$ cat src/rtl/router_sync_n_if.sv
// Bundle of router control signals between the packet FSM/FIFO side and the sync block.
// The master modport drives the inputs and the slave modport is the router itself.
interface router_sync_n_if #(
  parameter int NUM_CH = 3,
  parameter int ADDR_W = 2
);
  logic              detect_add;
  logic [ADDR_W-1:0] data_in;
  logic              write_enb_reg;
  logic [NUM_CH-1:0] full;
  logic [NUM_CH-1:0] empty;
  logic [NUM_CH-1:0] read_enb;
  logic [NUM_CH-1:0] write_enb;
  logic              fifo_full;
  logic [NUM_CH-1:0] vld_out;
  logic [NUM_CH-1:0] soft_reset;
  logic              addr_err;

  modport master (
    output detect_add, data_in, write_enb_reg, full, empty, read_enb,
    input  write_enb, fifo_full, vld_out, soft_reset, addr_err
  );

  modport slave (
    input  detect_add, data_in, write_enb_reg, full, empty, read_enb,
    output write_enb, fifo_full, vld_out, soft_reset, addr_err
  );
endinterface

$ cat src/rtl/router_sync_n.sv
// Router synchroniser: latches the packet destination, steers FIFO write enables,
// reports per-channel valid, and flushes any FIFO whose data sits unread too long.
module router_sync_n #(
  parameter int NUM_CH  = 3,
  parameter int ADDR_W  = 2,
  parameter int TIMEOUT = 30
) (
  input logic            clock,
  input logic            reset,
  router_sync_n_if.slave bus
);
  localparam int CNT_W = $clog2(TIMEOUT);
  localparam logic [CNT_W-1:0] CNT_LAST = CNT_W'(TIMEOUT - 1);

  logic [ADDR_W-1:0] addr;
  logic              addr_err;
  logic [NUM_CH-1:0] sel;

  always_ff @(posedge clock) begin
    if (reset) begin
      addr     <= '0;
      addr_err <= 1'b0;
    end else if (bus.detect_add) begin
      addr     <= bus.data_in;
      addr_err <= (32'(bus.data_in) >= NUM_CH);
    end
  end

  // Decode uses the already-latched address, so a header arriving alongside a
  // write request never redirects that write.
  for (genvar i = 0; i < NUM_CH; i++) begin : g_sel
    assign sel[i] = (addr == ADDR_W'(i)) && !addr_err;
  end

  assign bus.write_enb = bus.write_enb_reg ? sel : '0;
  assign bus.fifo_full = |(bus.full & sel);
  assign bus.vld_out   = ~bus.empty;
  assign bus.addr_err  = addr_err;

  for (genvar i = 0; i < NUM_CH; i++) begin : g_timer
    logic [CNT_W-1:0] cnt;
    logic             flush;
    logic             stall;

    assign stall = bus.vld_out[i] && !bus.read_enb[i];

    // Terminal count clears the counter, so the flush repeats every TIMEOUT
    // cycles while the channel stays stalled; any read restarts the window.
    always_ff @(posedge clock) begin
      if (reset) begin
        cnt   <= '0;
        flush <= 1'b0;
      end else if (stall) begin
        if (cnt == CNT_LAST) begin
          cnt   <= '0;
          flush <= 1'b1;
        end else begin
          cnt   <= cnt + 1'b1;
          flush <= 1'b0;
        end
      end else begin
        cnt   <= '0;
        flush <= 1'b0;
      end
    end

    assign bus.soft_reset[i] = flush;
  end
endmodule

$ cat src/flat_wrapper.sv
// flat-port wrapper written by rule: the top's interface ports become plain ports
module router_sync_n_flat 
#(
  parameter int NUM_CH  = 3,
  parameter int ADDR_W  = 2,
  parameter int TIMEOUT = 30
)
  (clock, reset, bus_detect_add, bus_data_in, bus_write_enb_reg, bus_full, bus_empty, bus_read_enb, bus_write_enb, bus_fifo_full, bus_vld_out, bus_soft_reset, bus_addr_err);
  router_sync_n_if #(.NUM_CH(NUM_CH), .ADDR_W(ADDR_W)) bus_i ();
  input logic clock;
  input logic reset;
  input wire logic [$bits(bus_i.detect_add)-1:0] bus_detect_add;
  input wire logic [$bits(bus_i.data_in)-1:0] bus_data_in;
  input wire logic [$bits(bus_i.write_enb_reg)-1:0] bus_write_enb_reg;
  input wire logic [$bits(bus_i.full)-1:0] bus_full;
  input wire logic [$bits(bus_i.empty)-1:0] bus_empty;
  input wire logic [$bits(bus_i.read_enb)-1:0] bus_read_enb;
  output wire logic [$bits(bus_i.write_enb)-1:0] bus_write_enb;
  output wire logic [$bits(bus_i.fifo_full)-1:0] bus_fifo_full;
  output wire logic [$bits(bus_i.vld_out)-1:0] bus_vld_out;
  output wire logic [$bits(bus_i.soft_reset)-1:0] bus_soft_reset;
  output wire logic [$bits(bus_i.addr_err)-1:0] bus_addr_err;
  assign bus_i.detect_add = bus_detect_add;
  assign bus_i.data_in = bus_data_in;
  assign bus_i.write_enb_reg = bus_write_enb_reg;
  assign bus_i.full = bus_full;
  assign bus_i.empty = bus_empty;
  assign bus_i.read_enb = bus_read_enb;
  assign bus_write_enb = bus_i.write_enb;
  assign bus_fifo_full = bus_i.fifo_full;
  assign bus_vld_out = bus_i.vld_out;
  assign bus_soft_reset = bus_i.soft_reset;
  assign bus_addr_err = bus_i.addr_err;
  router_sync_n #(.NUM_CH(NUM_CH), .ADDR_W(ADDR_W), .TIMEOUT(TIMEOUT)) u_core (.clock(clock), .reset(reset), .bus(bus_i));
endmodule
$ cat config.mk
export PLATFORM = sky130hd
export DESIGN_NAME = router_sync_n_flat
export DESIGN_NICKNAME = d
export VERILOG_FILES = /design/src/rtl/router_sync_n_if.sv /design/src/rtl/router_sync_n.sv /design/src/flat_wrapper.sv
export SDC_FILE = /design/constraint.sdc
export NUM_CORES = 1
export LEC_CHECK = 0
export CORE_UTILIZATION = 41
export CTS_CLUSTER_DIAMETER = 120
export DETAILED_ROUTE_END_ITERATION = 10
export PLACE_DENSITY_LB_ADDON = 0.15
export SLEW_MARGIN = 30
export SYNTH_ARGS = -nofsm -noshare
export SYNTH_HDL_FRONTEND = slang
export SYNTH_SLANG_ARGS = --single-unit
$ cat constraint.sdc
create_clock -name clock -period 0.9 [get_ports clock]
set_input_delay 0.09 -clock clock [delete_from_list [all_inputs] [get_ports clock]]
set_output_delay 0.09 -clock clock [all_outputs]
set_load 0.01 [all_outputs]
# == Word-level counts from Yosys, hierarchy flattened ==
# Cells that the tools add are included.
# W data, S select, Z words.
# word_totals
reg_bits,21
in_bits,15
# classes
addsub,3
n_lt_le_gt_ge,1
eq_ne,5
muxes,4
bitwise_logic,5
n_reduce_logical,18
# ops
cell,n
$add A5 B1 Y5 const B,3
$eq A5 B5 Y1 const B,3
$reduce_or A3 Y1,4
$logic_and A1 B1 Y1,6
$reduce_or A2 Y1,3
$logic_not A1 Y1,4
$and A3 B3 Y3,1
$mux W1,3
$mux W3,1
$not A1 Y1,3
$not A3 Y3,1
$eq A2 B1 Y1 const B,1
$eq A2 B2 Y1 const B,1
$ge A2 B2 Y1 const B,1
$logic_not A2 Y1,1

# == Depth between registers and ports, before layout ==
# Gate-level depths: netlist of the first run.
# logic_depth
ltp_word,4
ltp_mapped,5
ltp_nobuf,5

# == Worst setup path before layout of the first run ==
# OpenSTA, ideal clock, no wires.
# synth_timing
path_kind,flip-flop to output port
start,register u_core.addr_err (netlist: u_core.bus.addr_err)
end,output bus_write_enb[0]
arrival_time_ns,0.855
required_ns,0.810
setup_slack_ns,-0.045
path_stages_with_launch,2
cell_sequence,dfxtp_1 > nor4b_1
# synth_between
elab_chain_cells,3
# synth_lines
item,line_no,rtl
from (decl),router_sync_n.sv:16,logic addr_err;
from (signal assigned),router_sync_n.sv:25,addr_err <= (32'(bus.data_in) >= NUM_CH);
$logic_not A1 Y1,router_sync_n.sv:32,assign sel[i] = (addr == ADDR_W'(i)) && !addr_err;
$logic_and A1 B1 Y1,router_sync_n.sv:32,
$mux W3,router_sync_n.sv:35,assign bus.write_enb = bus.write_enb_reg ? sel : '0;
to (decl),flat_wrapper.sv:18,output wire logic [$bits(bus_i.write_enb)-1:0] bus_write_enb;
# Every way passes these cells.

# == Worst setup path after layout of the first run ==
# layout_timing
start,register u_core.addr[0]
end,output bus_fifo_full
# layout_between
elab_chain_cells,4
word_cells_on_any_way,8
cone_classes,eq/ne (2); bitwise (1); reduce/logical (5)
# layout_lines
item,line_no,rtl
from (decl),router_sync_n.sv:15,logic [ADDR_W-1:0] addr;
from (signal assigned),router_sync_n.sv:24,addr <= bus.data_in;
"$eq A2 B1 Y1, or another cell as far along",router_sync_n.sv:32,
$logic_and A1 B1 Y1,router_sync_n.sv:32,
$and A3 B3 Y3 (*),router_sync_n.sv:36,assign bus.fifo_full = |(bus.full & sel);
$reduce_or A3 Y1 (*),router_sync_n.sv:36,
to (decl),flat_wrapper.sv:19,output wire logic [$bits(bus_i.fifo_full)-1:0] bus_fifo_full;
# Mark *: on every way between the ends. The rest lies on a longest branch, timed or not.

==> results of run 1 <==
## cell families after synthesis
kind of cell,share of synthesized area [%]
adders and majority gates,8.43
AOI/OAI and AO/OA,1.40
muxes,3.37
and+or+nand+nor,25.7
xor gates and xnor gates,8.85
DFF,47.2
buffers and inverters,5.06
## layout make-up
class                      count  area [um2]
inverter                       6        22.5
multi-input combinational     62         552
timing repair buffer          35         302
tap                           27        33.8
fill                         156         611
clock inverter                 1        7.51
sequential                    21         452
clock buffer                   3        22.5
## what timing repair did
item	4_1_cts	5_1_grt
buffers inserted	3	1
hold buffers	0	0
pin swaps	15	7
setup endpoints to repair	27	22
resized for setup	73	15
## stage by stage
| stage | hold slack [ps] | util, % | instances |
|---|---|---|---|
| after CTS | 280 | 67.1 | 154 |
| after detailed placement | 432 | 60.5 | 147 |
| after global routing | 298 | 69.5 | 155 |
| after floorplan | 159 | - | 92 |
| after global placement | 423 | 60.5 | 147 |
| final | 288 | 69.5 | 155 |
## path summary, 6_finish.rpt
| kind | from | endpoint | slack (ps) | cells after the start |
|---|---|---|---|---|
| worst max-delay path | u_core.addr[0]$_SDFFE_PP0P_ | bus_fifo_full | -400 | 4 |
| worst min-delay path | bus_empty[1] | u_core.g_timer[1].flush$_SDFF_PP0_ | 290 | 4 |
| worst max register to register | u_core.g_timer[1].cnt[1]$_SDFF_PP0_ | u_core.g_timer[1].cnt[0]$_SDFF_PP0_ | -80 | 5 |
| worst min register to register | u_core.g_timer[0].cnt[0]$_SDFF_PP0_ | u_core.g_timer[0].cnt[0]$_SDFF_PP0_ | 480 | 1 |
## power by group
group / internal (mW) / switching [mW]
clock: 0.169 / 0.300
combinational: 0.127 / 0.0743
sequential: 0.930 / 0.0239
total: 1.23 / 0.398
## cell usage in the layout, fill, tap and decap left out, types with 5 or more instances in the layout
master                            count
sky130_fd_sc_hd__dfxtp_4              8
sky130_fd_sc_hd__dfxtp_1             12
sky130_fd_sc_hd__nor2_2               5
sky130_fd_sc_hd__buf_2                7
sky130_fd_sc_hd__buf_6                5
sky130_fd_sc_hd__nor2_1              13
sky130_fd_sc_hd__buf_4                8
sky130_fd_sc_hd__nand3_1              5
sky130_fd_sc_hd__clkdlybuf4s50_1     13
sky130_fd_sc_hd__ha_4                 6
sky130_fd_sc_hd__xor2_1               5
## flip-flops by register name, indices dropped and copies added, names as in the netlist
name,count
u_core.g_timer.cnt,15
u_core.bus.addr_err,1
u_core.addr,2
u_core.g_timer.flush,3
## routing by layer
layer	track usage, %	wire (um)	vias to the layer above
li1	-	-	375
met1	16.9	719	347
met2	27.8	892	17
met3	5.35	93	0
met4	4.41	0	0
met5	0	0	-
## critical path, stage by stage, from the launching register on
cell and delay (ps):
sky130_fd_sc_hd__dfxtp_4 400, sky130_fd_sc_hd__mux2i_1 200, sky130_fd_sc_hd__o21a_1 130, sky130_fd_sc_hd__nor2_1 30, sky130_fd_sc_hd__buf_2 130
==> results.tsv, run 1 <==
stage	metric	value	unit
outcome	result of the run	finished with violations	
outcome	violations in the final reports	setup timing	
power_and_ir_drop	post-layout total power	1.62	mW
routing	First DRT Iteration DRCs	8	
floorplanning	Initial Utilization	44.5	%
global_route	All-Layer GR Usage	15.4	%
job	number of max-cap violations	0	
cells_and_area	count of antenna diodes in the layout	0	
logic_synthesis	Ys Warns	0	
logic_synthesis	largest cells by area after synthesis	sky130_fd_sc_hd__dfxtp_1 47%, sky130_fd_sc_hd__ha_1 8.4%, sky130_fd_sc_hd__nor2_1 7.6%	
logic_synthesis	share of synthesized area occupied by flip-flops and latches	47.2	%
timing	setup total negative slack	-2450	ps
worst_setup_path	Critical Path Source Type	register	
clock_tree	H-tree depth	1	
routing	average via count per standard cell	4.77	
timing	unrepaired setup endpoints after global routing	true	
timing	ratio of final minimum period to clock period	144	%
logic_synthesis	Async SR Flop Fraction	0	%
global_route	wire length of the first global-routing pass	2860	um
timing	Final Max Slew Viols	0	
timing	Clock Skew	12.9	ps
logic_synthesis	Yosys top cell by area	sky130_fd_sc_hd__dfxtp_1	
placed_design	RD Place Congestion	0.725	
routing	Final ANT Viol Nets	0	
floorplanning	number of rows created at floorplan	16	
cells_and_area	share of post-route cells with drive strength above 1	47.7	%
logic_synthesis	number of flops mapped to enable cells by yosys	0	
power_and_ir_drop	peak supply drop	834	uV
floorplanning	Die Y-Extent	48.6	um
cells_and_area	area growth from synthesis to final layout	56.2	%
logic_synthesis	post-synth net total	113	
worst_setup_path	category of the most critical setup path	reg -> out	
cells_and_area	Net count, final	150	
floorplanning	overall die width	48.6	um
floorplanning	die area	0.00236	mm2
global_route	antenna violations before repair	0	
worst_setup_path	endpoint required time on the critical path	810	ps
floorplanning	I/O pins	26	
placed_design	Port-buffer cells	25	
routing	Residual DRC	0	
timing	Final Worst Setup Slack	-395	ps
placed_design	Cell Area, Placed	0.00121	mm2
timing	Period minus WS final	1300	ps
timing	worst slew pin tran	278	ps
timing	highest attainable clock frequency	772	MHz
clock_tree	clock tree from TritonCTS	done	
clock_tree	clock latency at the later pin of the worst-skew pair	310	ps
placed_design	HPWL reported at the end of detailed placement	1190	um
clock_tree	Clk Tree Root Cell	sky130_fd_sc_hd__clkbuf_4	
global_route	number of global-route vias before repair	723	
floorplanning	core outline area	0.00200	mm2
routing	total number of vias	739	
global_route	largest net degree at the start of global routing	14	
routing	average routed wire per standard cell	11.0	um
routing	Initial DRT Pass Iterations	4	
clock_tree	number of clock sinks	21	
logic_synthesis	Netlist cell types	21	
clock_tree	Clock transition at path regs	130	ps
logic_synthesis	average cell area after synthesis	9.68	um2
logic_synthesis	Main synth FF type	sky130_fd_sc_hd__dfxtp_1	
power_and_ir_drop	ratio of total power to cell area	1170	mW/mm2
clock_tree	CTS Buf Count	3	
worst_setup_path	biggest fanout along the worst timing path	6	
logic_synthesis	number of cells produced by synthesis	92	
timing	count of endpoints failing setup in the final report	23	
routing	Routed Wire Length	1710	um
logic_synthesis	most common cell in the netlist	sky130_fd_sc_hd__dfxtp_1	
worst_setup_path	data arrival time of the critical path	1210	ps
global_route	Overflow after GRT	0	
timing	hold violation count in the final report	0	
worst_setup_path	CP Capture Type	output pin	
cells_and_area	finished layout cell area	0.00139	mm2
logic_synthesis	top cells by instance count after synthesis	21 x sky130_fd_sc_hd__dfxtp_1, 18 x sky130_fd_sc_hd__nor2_1, 7 x sky130_fd_sc_hd__nand3_1	
timing	relative max-transition margin	81.4	%
logic_synthesis	post-synth top area share	47.2	%
clock_tree	Max clock buf depth	2	
worst_hold_path	path type of the worst min-delay path	in -> reg	
logic_synthesis	count of state elements after synthesis	21	
power_and_ir_drop	standby leakage power	0.508	nW
logic_synthesis	Mapped Area	891	um2
placed_design	Worst Setup Slack post-DPL	-600	ps
No activity file was read; power rests on OpenSTA's default activity.
==> run 2, diff against run 1 <==
--- a/config.mk
+++ b/config.mk
@@ -5,7 +5,10 @@
 export SDC_FILE = /design/constraint.sdc
 export NUM_CORES = 1
 export LEC_CHECK = 0
-export CORE_UTILIZATION = 41
+export CAP_MARGIN = 10
+export CELL_PAD_IN_SITES_DETAIL_PLACEMENT = 1
+export CELL_PAD_IN_SITES_GLOBAL_PLACEMENT = 2
+export CORE_UTILIZATION = 24
 export CTS_CLUSTER_DIAMETER = 120
 export DETAILED_ROUTE_END_ITERATION = 10
 export PLACE_DENSITY_LB_ADDON = 0.15
==> run 2 against run 1 <==
  * First-iteration DRC count is 25% higher
  * The flow still finishes with violations (setup timing)
  * Sequential cell count unchanged
  * Via count decreased by 4.2%
  * Total power up 7.9%
==> results.tsv, run 2 (synthesized netlist as in run 1, its figures left out) <==
stage	metric	value	unit	change
worst_setup_path	Critical Path Source Type	register		
worst_setup_path	critical path's largest stage delay	370	ps	-30 ps
cells_and_area	area growth from synthesis to final layout	54.1	%	
clock_tree	Clk Tree Root Cell	sky130_fd_sc_hd__clkbuf_8		
timing	Clock Skew	3.02	ps	-9.86 ps
placed_design	HPWL reported at the end of detailed placement	1530	um	+29%
outcome	violations in the final reports	setup timing		
timing	worst slew pin tran	273	ps	-5.32 ps
global_route	wire length of the first global-routing pass	3370	um	+18%
global_route	antenna violations before repair	0		unchanged
routing	Final ANT Viol Nets	0		unchanged
clock_tree	number of clock sinks	21		unchanged
cells_and_area	largest reg by FF count	u_core.g_timer.cnt		
clock_tree	clock latency at the later pin of the worst-skew pair	260	ps	-50 ps
floorplanning	die area	0.00396	mm2	+68%
timing	count of endpoints failing setup in the final report	22		-4.3%
timing	Final Worst Setup Slack	-300	ps	+95.0 ps
worst_setup_path	biggest fanout along the worst timing path	6		unchanged
placed_design	Port-buffer cells	25		unchanged
timing	ratio of final minimum period to clock period	133	%	-11 points
worst_setup_path	slowest stage cell on the critical path	sky130_fd_sc_hd__dfxtp_4		
job	number of max-cap violations	0		unchanged
clock_tree	count of hold buffers inserted by post-cts repair	0		unchanged
timing	highest attainable clock frequency	833	MHz	+7.9%
worst_setup_path	CP Capture Type	output pin		
outcome	result of the run	finished with violations		
worst_setup_path	data arrival time of the critical path	1110	ps	-100 ps
cells_and_area	share of post-route cells with drive strength above 1	43.7	%	-4.0 points
clock_tree	clock tree from TritonCTS	done		
routing	First DRT Iteration DRCs	10		+2
worst_hold_path	path type of the worst min-delay path	in -> reg		
global_route	largest net degree at the start of global routing	13		-1
worst_setup_path	endpoint required time on the critical path	810	ps	about the same
global_route	Overflow after GRT	0		unchanged
power_and_ir_drop	post-layout total power	1.75	mW	+7.9%
floorplanning	I/O pins	26		unchanged
routing	Initial DRT Pass Iterations	2		-2
timing	relative max-transition margin	81.8	%	+0.41 points
routing	total number of vias	708		-4.2%
floorplanning	Die Y-Extent	62.9	um	+29%
clock_tree	Clock transition at path regs	70	ps	-60 ps
floorplanning	overall die width	62.9	um	+29%
timing	Period minus WS final	1200	ps	-95.0 ps
power_and_ir_drop	ratio of total power to cell area	1280	mW/mm2	+9.4%
routing	average via count per standard cell	4.12		-14%
timing	hold violation count in the final report	0		unchanged
cells_and_area	registers with the most flip-flops	u_core.g_timer.cnt x15, u_core.g_timer.flush x3, u_core.addr x2		
clock_tree	H-tree depth	1		unchanged
power_and_ir_drop	standby leakage power	0.511	nW	+0.43%
placed_design	Cell Area, Placed	0.00123	mm2	+2.0%
cells_and_area	flip-flop count of the largest register after layout	15		unchanged
worst_setup_path	cell-by-cell trace of the critical path	mux2i_1 > o21a_1 > nor2_1 > buf_2		
cells_and_area	most frequent cells in the layout	14 x sky130_fd_sc_hd__nor2_1, 13 x sky130_fd_sc_hd__clkdlybuf4s50_1, 12 x sky130_fd_sc_hd__dfxtp_1		
timing	unrepaired setup endpoints after global routing	true		
worst_setup_path	category of the most critical setup path	reg -> out		
cells_and_area	most frequent standard cell in the layout excluding fill and tap cells	sky130_fd_sc_hd__nor2_1		
global_route	number of global-route vias before repair	751		+3.9%
cells_and_area	count of antenna diodes in the layout	0		unchanged
clock_tree	CTS Buf Count	3		unchanged
cells_and_area	finished layout cell area	0.00137	mm2	-1.3%
power_and_ir_drop	peak supply drop	567	uV	-32%
routing	Routed Wire Length	1930	um	+13%
clock_tree	Max clock buf depth	2		unchanged
global_route	All-Layer GR Usage	11.1	%	-4.3 points
placed_design	RD Place Congestion	0.631		-13%
cells_and_area	Net count, final	148		-1.3%
floorplanning	number of rows created at floorplan	21		+5
routing	average routed wire per standard cell	11.2	um	+1.7%
routing	Residual DRC	0		unchanged
floorplanning	core outline area	0.00344	mm2	+72%
timing	Final Max Slew Viols	0		unchanged
floorplanning	Initial Utilization	25.9	%	-19 points
cells_and_area	number of inserted filler cells in the final layout	405		+160%
-- run 2: critical path, delay by kind of cell, from the launching register on --
family | cells | cell delay (ps)
buf+inv | 1 | 130
flops | 1 | 370
compound gates | 1 | 160
mux | 1 | 110
simple gates | 1 | 80
-- run 2: timing repair --
item	in CTS	in global routing
setup buffers	2	0
pin swaps	15	4
resized for setup	73	9
endpoints found under the setup margin	27	25
-- run 2: metrics by stage --
stage                     cells  util, %  setup WS [ps]  TNS, ps  hold slack [ps]
after floorplan              92        -          0.815        0              159
after CTS                   172     39.7           -328    -1840              300
after global routing        172     39.9           -357    -3290              304
after detailed placement    166     35.9           -598    -9640              433
final                       172     39.9           -300    -1720              295
after global placement      166     35.9           -572    -9320              423
-- run 2: routing by layer --
layer	vias to the layer above	global-route usage, %	routed length [um]
met5	-	0	0
met4	0	5.23	20
met3	2	4.20	134
met2	14	19.6	1010
met1	325	11.3	762
li1	367	-	-
-- run 2: final cells by class --
type,instances,area [um2],share of cell area [%]
Sequential cell,21,452,32.9
Tap cell,46,57.6,4.19
Inverter,6,22.5,1.64
Clock inverter,1,5.00,0.365
Timing Repair Buffer,33,273,19.9
Multi-Input combinational cell,62,522,38.0
Clock buffer,3,41.3,3.01
-- run 2: worst paths after layout --
check / cells past startpoint / slack (ps) / startpoint / end
worst max-delay path: 4 / -300 / u_core.addr[0]$_SDFFE_PP0P_ / bus_fifo_full
worst min-delay path: 2 / 290 / reset / u_core.bus.addr_err$_SDFFE_PP0P_
worst max register to register: 5 / -60 / u_core.g_timer[1].cnt[1]$_SDFF_PP0_ / u_core.g_timer[1].cnt[4]$_SDFF_PP0_
worst min register to register: 1 / 450 / u_core.g_timer[2].cnt[0]$_SDFF_PP0_ / u_core.g_timer[2].cnt[0]$_SDFF_PP0_
-- run 2: power by group --
part,internal (mW),switching (mW),leakage (nW),total (mW)
registers,0.929,0.0224,0.176,0.951
clock network,0.308,0.293,0.0255,0.601
logic,0.124,0.0765,0.309,0.201
==> run 3, diff against run 2 <==
--- a/config.mk
+++ b/config.mk
@@ -10,8 +10,10 @@
 export CELL_PAD_IN_SITES_GLOBAL_PLACEMENT = 2
 export CORE_UTILIZATION = 24
 export CTS_CLUSTER_DIAMETER = 120
+export CTS_CLUSTER_SIZE = 30
 export DETAILED_ROUTE_END_ITERATION = 10
 export PLACE_DENSITY_LB_ADDON = 0.15
+export RECOVER_POWER = 25
 export SLEW_MARGIN = 30
 export SYNTH_ARGS = -nofsm -noshare
 export SYNTH_HDL_FRONTEND = slang
==> results of run 3 <==
Final layout, timing and power as in run 2 (identical DEF).
